`config.mk`:
```
export PLATFORM = sky130hd
export DESIGN_NAME = hyperbus_wb_bridge
export DESIGN_NICKNAME = d
export VERILOG_FILES = /design/src/rtl/hyperbus_wb_bridge.sv
export SDC_FILE = /design/constraint.sdc
export NUM_CORES = 1
export LEC_CHECK = 0
export BUFFER_PORTS_ARGS = -buffer_cell sky130_fd_sc_hd__buf_2
export CAP_MARGIN = 10
export CORE_ASPECT_RATIO = 0.6
export CORE_MARGIN = 8
export CORE_UTILIZATION = 40
export DETAILED_ROUTE_END_ITERATION = 12
export PLACE_DENSITY_LB_ADDON = 0.2
export SYNTH_ARGS = -nofsm -noshare
export SYNTH_HDL_FRONTEND = slang
export SYNTH_SLANG_ARGS = --single-unit
```
`constraint.sdc`:
```
create_clock -name clk -period 5.89 [get_ports clk]
set_clock_uncertainty 0.15 [all_clocks]
set_input_delay 1.178 -clock clk [delete_from_list [all_inputs] [get_ports clk]]
set_output_delay 1.178 -clock clk [all_outputs]
set_load 0.005 [all_outputs]
```
`src/rtl/hyperbus_wb_bridge.sv`:
```
// hyperbus_wb_bridge
// Wishbone classic 32-bit slave that turns every single access into a
// two-word (16-bit) linear burst on the hyperbus controller request
// interface, with a per-access timeout that converts a stalled memory into
// a Wishbone error instead of a hung bus.
//
// Ports:
//   clk, rst          controller clock, synchronous active-high reset
//   wb_*_i / wb_*_o   Wishbone classic slave (32-bit data, 4 byte enables)
//   hb_adr_o          word address to the controller (ADDR_LENGTH bits)
//   hb_dat_o          write word, hb_mask_o RWDS mask (1 = byte masked)
//   hb_reg_space_o    register-space select
//   hb_wrq_o/hb_rrq_o write/read request, held for the whole burst
//   hb_dat_i          read word, hb_ready_i write word accepted,
//   hb_valid_i        read word valid, hb_busy_i controller not idle,
//   hb_error_i        controller in error state
module hyperbus_wb_bridge #(
    parameter int ADDR_LENGTH   = 32,
    parameter int REG_SPACE_BIT = 31,
    parameter int TIMEOUT_COUNT = 255
) (
    input  logic                   clk,
    input  logic                   rst,
    input  logic [31:0]            wb_adr_i,
    input  logic [31:0]            wb_dat_i,
    input  logic [3:0]             wb_sel_i,
    input  logic                   wb_we_i,
    input  logic                   wb_cyc_i,
    input  logic                   wb_stb_i,
    output logic [31:0]            wb_dat_o,
    output logic                   wb_ack_o,
    output logic                   wb_err_o,
    output logic [ADDR_LENGTH-1:0] hb_adr_o,
    output logic [15:0]            hb_dat_o,
    output logic [2:0]             hb_mask_o,
    output logic                   hb_reg_space_o,
    output logic                   hb_wrq_o,
    output logic                   hb_rrq_o,
    input  logic [15:0]            hb_dat_i,
    input  logic                   hb_ready_i,
    input  logic                   hb_valid_i,
    input  logic                   hb_busy_i,
    input  logic                   hb_error_i
);

    localparam int TW = (TIMEOUT_COUNT < 2) ? 1 : $clog2(TIMEOUT_COUNT + 1);
    localparam logic [TW-1:0] TIMEOUT_VAL = TW'(TIMEOUT_COUNT);

    typedef enum logic [2:0] {IDLE, WR0, WR1, RD0, RD1, DRAIN, RESP} state_t;

    state_t                 r_state,    w_stateNext;
    logic [TW-1:0]          r_timer,    w_timerNext;
    logic [ADDR_LENGTH-1:0] r_adr,      w_adrNext;
    logic                   r_regSpace, w_regSpaceNext;
    logic [31:0]            r_wdat,     w_wdatNext;
    logic [3:0]             r_sel,      w_selNext;
    logic                   r_isRead,   w_isReadNext;
    logic                   r_wrq,      w_wrqNext;
    logic                   r_rrq,      w_rrqNext;
    logic                   r_errFlag,  w_errFlagNext;
    logic                   r_cycLost,  w_cycLostNext;
    logic [31:0]            r_rbuf,     w_rbufNext;
    logic [31:0]            r_datO,     w_datONext;
    logic                   r_ack,      w_ackNext;
    logic                   r_err,      w_errNext;

    logic [ADDR_LENGTH:0]   w_adrExt;
    logic [ADDR_LENGTH-1:0] w_hbAdr;
    logic                   w_cycLostNow;
    logic                   w_expire;
    logic [15:0]            w_hbDat;
    logic [2:0]             w_hbMask;
    logic                   w_unused;

    // Byte address -> 16-bit word address. The register-space bit is cleared
    // in the byte address before the shift, and the lowest word bit is forced
    // to 0 so every burst starts 32-bit aligned.
    always_comb begin
        w_adrExt = (ADDR_LENGTH + 1)'(wb_adr_i);
        w_adrExt[REG_SPACE_BIT] = 1'b0;
        w_hbAdr = {w_adrExt[ADDR_LENGTH:2], 1'b0};
    end

    assign w_unused = ^w_adrExt[1:0];

    // Next-state and next-output logic. Every register has a "next" value;
    // the expiry condition (timer reached or controller error) aborts the
    // burst into DRAIN, and a second expiry in DRAIN forces the response.
    always_comb begin
        w_stateNext    = r_state;
        w_timerNext    = r_timer;
        w_adrNext      = r_adr;
        w_regSpaceNext = r_regSpace;
        w_wdatNext     = r_wdat;
        w_selNext      = r_sel;
        w_isReadNext   = r_isRead;
        w_wrqNext      = r_wrq;
        w_rrqNext      = r_rrq;
        w_errFlagNext  = r_errFlag;
        w_cycLostNext  = r_cycLost;
        w_rbufNext     = r_rbuf;
        w_datONext     = r_datO;
        w_ackNext      = 1'b0;
        w_errNext      = 1'b0;
        w_cycLostNow   = r_cycLost | ~wb_cyc_i;
        w_expire       = (r_timer == TIMEOUT_VAL) | hb_error_i;

        case (r_state)
            IDLE: begin
                if (wb_cyc_i && wb_stb_i && !hb_busy_i && !r_ack && !r_err) begin
                    w_adrNext      = w_hbAdr;
                    w_regSpaceNext = wb_adr_i[REG_SPACE_BIT];
                    w_wdatNext     = wb_dat_i;
                    w_selNext      = wb_sel_i;
                    w_isReadNext   = ~wb_we_i;
                    w_timerNext    = '0;
                    w_cycLostNext  = 1'b0;
                    if (hb_error_i) begin
                        w_errFlagNext = 1'b1;
                        w_stateNext   = RESP;
                    end else begin
                        w_errFlagNext = 1'b0;
                        if (wb_we_i) begin
                            w_wrqNext   = 1'b1;
                            w_stateNext = WR0;
                        end else begin
                            w_rrqNext   = 1'b1;
                            w_stateNext = RD0;
                        end
                    end
                end
            end
            WR0, WR1, RD0, RD1: begin
                w_cycLostNext = w_cycLostNow;
                if (w_expire) begin
                    w_wrqNext     = 1'b0;
                    w_rrqNext     = 1'b0;
                    w_errFlagNext = 1'b1;
                    w_timerNext   = '0;
                    w_stateNext   = DRAIN;
                end else begin
                    w_timerNext = r_timer + 1'b1;
                    case (r_state)
                        WR0: if (hb_ready_i) w_stateNext = WR1;
                        WR1: if (hb_ready_i) begin
                            w_wrqNext   = 1'b0;
                            w_stateNext = DRAIN;
                        end
                        RD0: if (hb_valid_i) begin
                            w_rbufNext[15:0] = hb_dat_i;
                            w_stateNext      = RD1;
                        end
                        RD1: if (hb_valid_i) begin
                            w_rbufNext[31:16] = hb_dat_i;
                            w_rrqNext         = 1'b0;
                            w_stateNext       = DRAIN;
                        end
                        default: ;
                    endcase
                end
            end
            DRAIN: begin
                w_cycLostNext = w_cycLostNow;
                if (w_expire) begin
                    w_errFlagNext = 1'b1;
                    w_stateNext   = RESP;
                end else if (!hb_busy_i) begin
                    w_stateNext = RESP;
                end else begin
                    w_timerNext = r_timer + 1'b1;
                end
            end
            RESP: begin
                // A master that abandoned the cycle gets no pulse at all.
                w_ackNext = ~w_cycLostNow & ~r_errFlag;
                w_errNext = ~w_cycLostNow & r_errFlag;
                if (w_ackNext && r_isRead) w_datONext = r_rbuf;
                w_stateNext = IDLE;
            end
            default: w_stateNext = IDLE;
        endcase
    end

    // Write word/mask follow the burst phase; idle phases present zeros.
    always_comb begin
        w_hbDat  = '0;
        w_hbMask = '0;
        case (r_state)
            WR0: begin
                w_hbDat  = r_wdat[15:0];
                w_hbMask = {1'b0, ~r_sel[1], ~r_sel[0]};
            end
            WR1: begin
                w_hbDat  = r_wdat[31:16];
                w_hbMask = {1'b0, ~r_sel[3], ~r_sel[2]};
            end
            default: ;
        endcase
    end

    // State and output registers; reset abandons any burst in flight.
    always_ff @(posedge clk) begin
        if (rst) begin
            r_state    <= IDLE;
            r_timer    <= '0;
            r_adr      <= '0;
            r_regSpace <= 1'b0;
            r_wdat     <= '0;
            r_sel      <= '0;
            r_isRead   <= 1'b0;
            r_wrq      <= 1'b0;
            r_rrq      <= 1'b0;
            r_errFlag  <= 1'b0;
            r_cycLost  <= 1'b0;
            r_rbuf     <= '0;
            r_datO     <= '0;
            r_ack      <= 1'b0;
            r_err      <= 1'b0;
        end else begin
            r_state    <= w_stateNext;
            r_timer    <= w_timerNext;
            r_adr      <= w_adrNext;
            r_regSpace <= w_regSpaceNext;
            r_wdat     <= w_wdatNext;
            r_sel      <= w_selNext;
            r_isRead   <= w_isReadNext;
            r_wrq      <= w_wrqNext;
            r_rrq      <= w_rrqNext;
            r_errFlag  <= w_errFlagNext;
            r_cycLost  <= w_cycLostNext;
            r_rbuf     <= w_rbufNext;
            r_datO     <= w_datONext;
            r_ack      <= w_ackNext;
            r_err      <= w_errNext;
        end
    end

    assign wb_dat_o       = r_datO;
    assign wb_ack_o       = r_ack;
    assign wb_err_o       = r_err;
    assign hb_adr_o       = r_adr;
    assign hb_dat_o       = w_hbDat;
    assign hb_mask_o      = w_hbMask;
    assign hb_reg_space_o = r_regSpace;
    assign hb_wrq_o       = r_wrq;
    assign hb_rrq_o       = r_rrq;

endmodule

```
# Word-level counts from Yosys, hierarchy flattened
# Cells that the tools add are included.
dict set report classes {
  addsub 1
  eq_ne 24
  muxes 39
  n_bitwise 14
  reduce_logical 25
}
# op count
set op_table {}
lappend op_table {{two-way mux 8 bit} 4}
lappend op_table {{one-hot mux 16 bit (2 select lines)} 1}
lappend op_table {{two-way mux 3 bit} 9}
lappend op_table {{one-hot mux 8 bit (3 select lines)} 1}
lappend op_table {{two-way mux 1 bit} 16}
lappend op_table {{inequality test 4 bit, second input constant} 4}
lappend op_table {{inequality test 3 bit, second input constant} 5}
lappend op_table {{inequality test 2 bit, second input constant} 6}
lappend op_table {{one-hot mux 3 bit (4 select lines)} 1}
lappend op_table {{AND reduction 4 bit} 3}
lappend op_table {{AND reduction 6 bit} 2}
lappend op_table {{inverter 1 bit} 10}
lappend op_table {{== test 3 bit, second input constant} 3}
lappend op_table {{one-hot mux 3 bit (3 select lines)} 1}
lappend op_table {{adder 8 x 1 -> 8 bit, second input constant} 1}
lappend op_table {{== test 8 bit, second input constant} 1}
lappend op_table {{one-hot mux 1 bit (2 select lines)} 4}
lappend op_table {{AND reduction 7 bit} 1}
lappend op_table {{== test 3 x 2 -> 1 bit, second input constant} 2}
lappend op_table {{inequality test 6 bit, second input constant} 1}
lappend op_table {{AND reduction 2 bit} 3}
lappend op_table {{logical AND 1 bit} 5}
lappend op_table {{OR reduction 5 bit} 1}
lappend op_table {{one-hot mux 2 bit (2 select lines)} 1}
lappend op_table {{12 further kinds} 17}
dict set report word_totals {
  reg_bits 148
  out_inout_bits 88
  word_cells 119
}

# Logic depth before layout (Yosys ltp)
# Gate-level depths: netlist of the first run.
dict set report depth {
  word_depth 6
  depth_mapped 8
}

# Worst setup path before layout of the first run
# OpenSTA, ideal clock, no wires.
dict set report synth_path {
  kind {reg2out}
  startpoint {register r_state[2]}
  endpoint {output port hb_dat_o[10]}
  arrival_ns 1.454
  required_time_ns 4.562
  slack_ns 3.108
  path_stages_with_launch 6
  cell_sequence {dfxtp_1 > buf_2 > nand2b_1 > nor2_1 > clkbuf_1 > a22o_1}
}
dict set report synth_via {
  elab_chain_len 2
  word_cells_on_any_way 3
}
# element line
set synth_rtl {}
lappend synth_rtl {{start: declaration} 51} ;# state_t r_state, w_stateNext;
lappend synth_rtl {{start signal: assignment} 220} ;# r_state <= w_stateNext;
lappend synth_rtl {{== test 3 x 2 -> 1 bit or == test 3 x 1 -> 1 bit (tied branches)} 188} ;# case (r_state)
lappend synth_rtl {{one-hot mux 16 bit (2 select lines) (*)} 188}
lappend synth_rtl {{end: declaration} 34} ;# output logic [15:0] hb_dat_o,
# Mark *: on every way between the ends. The rest lies on a longest branch, timed or not.

# Worst setup path in the final report of the first run
dict set report layout_path {
  startpoint {register r_state[0]}
  endpoint {output port hb_dat_o[8]}
}
# Same word-level chain as after synthesis.

==> results.yml, run 1 <==
layout:
  design_area_um2: 7310
  finalNonFillerCells: 1051
  fillerInstances: 1395
  area_growth_pct: 25.1
  fin_util: 0.509
  nets: 934
  diodes: 0
  drive_gt1_frac: 0.268
cts:
  clk_path_buf_depth: 2
  cts_sinks: 148
  clk_latency_ps: 420
  ctsHoldBuffers: 0
  cts_setup_buffers: 0
  cts_buffers: 17
  cts_resized: 0
  cts.clk_slew.worst_paths_ps: 70
  root_buffer: "clkbuf_16"
  cts_tree: "yes"
  htreeDepth: 4
floorplanning:
  ios: 181
  die_h_um: 110
  floorplan.initialDensity: 0.407
  fp.dieW_um: 172
  rows: 34
  placeableCoreArea_um2: 14400
  die_area_um2: 18900
logic_synthesis:
  synth-compound-area-share: 0.159
  synth_top_family_by_area: "simple AND/OR/NAND/NOR gates"
  syn_avg_cell_area_um2: 8.45
  synthAdderAreaFrac: 0.00214
  yosysWarningCount: 0
  synth-simple-area-share: 0.224
  synth_xor_xnor_area_share: 0
  synth-edff-count: 0
  ys_ff_latch: 148
  yosys.area.top_type: "dfxtp_1"
  synthDistinctLibCells: 57
  muxShareOfSynthArea: 0.0582
  ys.flop_type: "dfxtp_1"
  async_reset_ff_frac: 0
  yosysSeqAreaShare: 0.507
  synth_top_area_frac: 0.507
  syn_inst: 692
  netlist_area_um2: 5850
  ys_top_cells_by_area: "dfxtp_1 (51%), nand2_1 (13%), a21oi_1 (9.2%)"
worst_setup_path:
  cp-end-kind: "output port"
  cp.arrival_ps: 2740
  reg2reg_depth: 5
  critPathMaxFanout: 19
  reg2reg_from: "r_state[2]"
  r2r_slack_ps: 3180
  regToRegEndpoint: "hb_adr_o[15]"
  path_class: "flop to output port"
  worstSetupStartpointType: "flop"
  worstPathRequired_ps: 4560
run_status:
  status: "completed"
timing:
  maxSlewHeadroom: 0.170
  hold_slack_ps: 296
  min_period_ps: 4070
  finalCritPeriodShare: 0.690
  hold_viol_final: 0
  rsz0062_at_grt: "no"
  worst_pin_slew_ps: 1240
  fin_setup_tns_ps: 0
  fmax_ghz: 0.246
  setup_viol: 0
  drv_slew: 0
placement:
  port_buffers: 174
  place.gp.congestion: 0.884
  dp_hpwl_um: 11300
  dp_cells: 1018
  placed_area_um2: 6740
route:
  drt_iter0_drc: 389
  wire_per_inst_um: 15.1
  via_per_inst: 4.95
  wirelength_um: 15900
  num_vias: 5205
  drc: 0
  final_antenna_net_count: 0
  first_pass_iters: 4
pwr:
  p_seq_frac: 0.448
  combPwrFrac: 0.137
  swShare: 0.290
  irDropWorstVdd_mv: 0.155
  clockPowerShare: 0.415
  power.internal_mw: 1.75
  p_leak_nw: 3.00
  p_switching_uw: 713
  p_per_area_nw_per_um2: 337
global_routing:
  grt_overflow: 0
  grt_max_degree: 97
  track_usage: 0.165
  grt_first_pass_wirelength_um: 25000
  antenna_found_initial: 0
  grt_pass1_vias: 4878
min_path:
  hold_class: "flop to flop"
  whs_endpoint: "wb_dat_o[2]"
  min_from: "r_rbuf[2]"
  holdPathStages: 2
flow_run:
  cap_violations: 0
power groups by stage:
stage | Sequential (mW) | Combinational [mW] | Clock, mW
after global routing | 1.11 | 0.377 | 1.09
after CTS | 1.10 | 0.334 | 1.05
after global placement | 1.12 | 0.327 | 0
after floorplan | 1.09 | 0.259 | 0
after detailed placement | 1.12 | 0.333 | 0
final | 1.10 | 0.337 | 1.02
synthesized netlist by cell type, types with 2 or more instances:
cell and instances:
nand2_1 204, dfxtp_1 148, a21oi_1 107, nor2_1 42
mux2i_1 34, buf_2 23, clkbuf_1 22, a22o_1 16
nand3_1 7, nor3_1 7, a211o_1 5, and3_1 5
buf_4 5, nand2b_1 5, o21ai_0 5, a211oi_1 4
a21o_1 3, nor2b_1 3, nor3b_1 3, o22ai_1 3
or2_2 3, buf_12 2, nor3_4 2
area by class of cell:
class,instances,area [µm²],share of cell area
multi-input combinational,491,2620,0.358
clock inverter,14,120,0.0164
inverter,3,11.3,0.00154
clock buffer,18,439,0.0601
timing repair buffer,179,915,0.125
sequential,148,2960,0.405
tap,198,248,0.0339
state kept, by name, indices dropped and copies added (netlist names):
name	cells
hb_wrq_o	1
wb_err_o	1
r_sel	4
r_rbuf	32
hb_rrq_o	1
r_timer	8
r_state	3
r_isRead	1
wb_dat_o	32
r_cycLost	1
hb_adr_o	29
hb_reg_space_o	1
wb_ack_o	1
r_errFlag	1
r_wdat	32
stage by stage:
| step | setup WS [ps] | total power [mW] |
|---|---|---|
| floorplan | 3110 | 1.35 |
| global placement | 2240 | 1.45 |
| detailed placement | 2220 | 1.46 |
| CTS | 1760 | 2.48 |
| global route | 1660 | 2.58 |
| finish | 1820 | 2.46 |
cell usage in the layout, fill, tap and decap left out, types with 6 or more instances in the layout:
cell,count
nand2_1,204
buf_2,173
dfxtp_1,148
a21oi_1,107
nor2_1,42
mux2i_1,34
clkbuf_16,17
a22o_1,16
nor3_1,7
nand3_1,6
inv_6,6
how the worst max path moves through the flow:
stage / start / endpoint / slack, ps / cells after the start
global placement: r_state[1] / hb_dat_o[3] / 2240 / 4
CTS: r_state[1] / hb_dat_o[8] / 1760 / 4
global route: r_state[0] / hb_dat_o[9] / 1660 / 4
floorplan: r_state[2] / hb_dat_o[10] / 3110 / 5
finish: r_state[0] / hb_dat_o[8] / 1820 / 4
detailed placement: r_state[1] / hb_dat_o[8] / 2220 / 4
worst max-delay path, cell delays in order (launching register included):
cell	delay [ps]
dfxtp_1	710
nand2b_1	230
nor2_1	980
a22o_1	280
buf_2	120
cell families after synthesis:
| kind of cell | count (synthesis) |
|---|---|
| other | 1 |
| flip-flops | 148 |
| AO/OA/AOI/OAI | 155 |
| AND/OR/NAND/NOR | 297 |
| multiplexers | 34 |
| buffers and inverters | 56 |
| adder cells (fa/ha/maj) | 1 |
metal layers:
metal  vias up  track usage  part of all wire
met5         -            0                 0
met4         0       0.0514            0.0072
met3         7       0.0427             0.077
met2       140        0.264              0.45
met1      2437        0.216              0.46
li1       2621            -                 -
Note: power is estimated with default switching activity, not from simulation.
==> run 2, diff against run 1 <==
- clock period: 5.89 -> 4.01 ns (I/O delays scaled with it)
==> run 2 against run 1 <==
Effect of this change:
- via count increased by 0.58%
- cell count increased by 0.57%
- final area increased by 0.68%
- combinational power increased by 57%
- clock power increased by 51%
- critical endpoint is now hb_dat_o[3]
- largest cell class unchanged
==> results.yml, run 2 (synthesis results as in run 1) <==
global_routing:
  grt_pass1_vias: 4913
  track_usage: 0.163
  grt_max_degree: 96
  grt_overflow: 0
  antenna_found_initial: 1
  grt_first_pass_wirelength_um: 24800
worst_setup_path:
  path_class: "flop to output port"
  regToRegEndpoint: "wb_dat_o[4]"
  r2r_slack_ps: 1450
  critPathMostFrequentCell: "buf_4"
  cp.arrival_ps: 2230
  cp_top_family: "simple AND/OR/NAND/NOR gates"
  cp_num_buf_inv: 3
  reg2reg_from: "r_state[0]"
  reg2reg_depth: 5
  worstSetupStartpointType: "flop"
  worstPathRequired_ps: 3060
  cp-end-kind: "output port"
  critPathMaxFanout: 18
  worstPathCellList: "buf_4 -> nand2b_1 -> nor2_1 -> buf_4 -> a22o_1 -> buf_2"
  slowest_stage: "nor2_1"
  cpPeakStageDelay_ps: 510
route:
  drc: 0
  wire_per_inst_um: 15.0
  first_pass_iters: 5
  wirelength_um: 15800
  drt_iter0_drc: 392
  num_vias: 5235
  via_per_inst: 4.95
  final_antenna_net_count: 0
floorplanning:
  die_area_um2: 18900
  die_h_um: 110
  ios: 181
  rows: 34
  placeableCoreArea_um2: 14400
  fp.dieW_um: 172
  floorplan.initialDensity: 0.407
layout:
  area_growth_pct: 25.9
  nets: 939
  drive_gt1_frac: 0.273
  finalNonFillerCells: 1057
  mostFrequentLayoutCells: "nand2_1 (204), buf_2 (173), dfxtp_1 (148), a21oi_1 (107), nor2_1 (42)"
  final_common_cell: "nand2_1"
  fillerInstances: 1412
cts:
  clk_path_buf_depth: 2
  cts_buffers: 17
  htreeDepth: 4
  root_buffer: "clkbuf_16"
  cts_resized: 0
  cts_sinks: 148
  clk_latency_ps: 420
  ctsHoldBuffers: 0
  cts_tree: "yes"
  cts_setup_buffers: 0
  cts.clk_slew.worst_paths_ps: 60
pwr:
  swShare: 0.286
  p_seq_frac: 0.435
  combPwrFrac: 0.144
  p_switching_mw: 1.05
  irDropWorstVdd_mv: 0.229
  p_per_area_nw_per_um2: 498
  clockPowerShare: 0.420
  total_power_mw: 3.67
  p_leak_nw: 3.03
  power.internal_mw: 2.62
timing:
  finalCritPeriodShare: 0.794
  rsz0062_at_grt: "no"
  hold_slack_ps: 297
  fin_ws_ps: 826
  maxSlewHeadroom: 0.214
  fmax_ghz: 0.314
  fin_setup_tns_ps: 0
  setup_viol: 0
  min_period_ps: 3180
  drv_slew: 0
  hold_viol_final: 0
  worst_pin_slew_ps: 1180
min_path:
  whs_endpoint: "wb_dat_o[30]"
  holdPathStages: 2
  min_from: "r_rbuf[30]"
  hold_class: "flop to flop"
placement:
  preCtsSetupSlack_ps: 969
  dp_cells: 1023
  dp_hpwl_um: 11100
  place.gp.congestion: 0.895
  port_buffers: 174
run_status:
  status: "completed"
flow_run:
  cap_violations: 0
==> run 2: cell type report <==
class / count / area [µm²] / share of cell area
Inverter: 3 / 11.3 / 0.00153
Antenna cell: 1 / 2.50 / 0.000340
Timing Repair Buffer: 184 / 948 / 0.129
Multi-Input combinational cell: 491 / 2620 / 0.355
Sequential cell: 148 / 2960 / 0.402
Clock inverter: 15 / 148 / 0.0201
Tap cell: 198 / 248 / 0.0336
Clock buffer: 17 / 425 / 0.0578
==> run 2: worst max path at each step <==
stage / startpoint / to / slack (ps) / cells past startpoint
global route: r_state[2] / hb_dat_o[8] / 650 / 6
detailed placement: r_state[2] / hb_dat_o[3] / 970 / 5
CTS: r_state[2] / hb_dat_o[3] / 500 / 5
floorplan: r_state[2] / hb_dat_o[10] / 1600 / 5
finish: r_state[2] / hb_dat_o[3] / 830 / 6
global placement: r_state[2] / hb_dat_o[3] / 990 / 5
==> run 2: metrics by stage <==
stage,utilization,cell area [µm²]
after global routing,0.512,7360
after floorplan,-,5860
after CTS,0.511,7350
final,0.512,7360
after detailed placement,0.472,6780
after global placement,0.472,6780
==> run 2: worst reg2reg max path, cell delays in order, from the launching register on <==
cell and delay (ps):
dfxtp_1 720, nor2_1 110, nand4_1 230, or3b_1 950, nand2_1 150, a21oi_1 180
==> run 2: metal layers <==
| layer | wire, µm | GRT usage |
|---|---|---|
| met2 | 7210 | 0.261 |
| met1 | 7200 | 0.210 |
| met3 | 1240 | 0.0527 |
| met5 | 10 | 0 |
| met4 | 142 | 0.0453 |
==> run 2: power groups by stage <==
| stage | registers [mW] | clock network (mW) | logic [mW] |
|---|---|---|---|
| final | 1.60 | 1.54 | 0.529 |
| after floorplan | 1.60 | 0 | 0.380 |
| after global routing | 1.61 | 1.64 | 0.590 |
| after detailed placement | 1.63 | 0 | 0.525 |
| after CTS | 1.60 | 1.57 | 0.527 |
| after global placement | 1.63 | 0 | 0.514 |
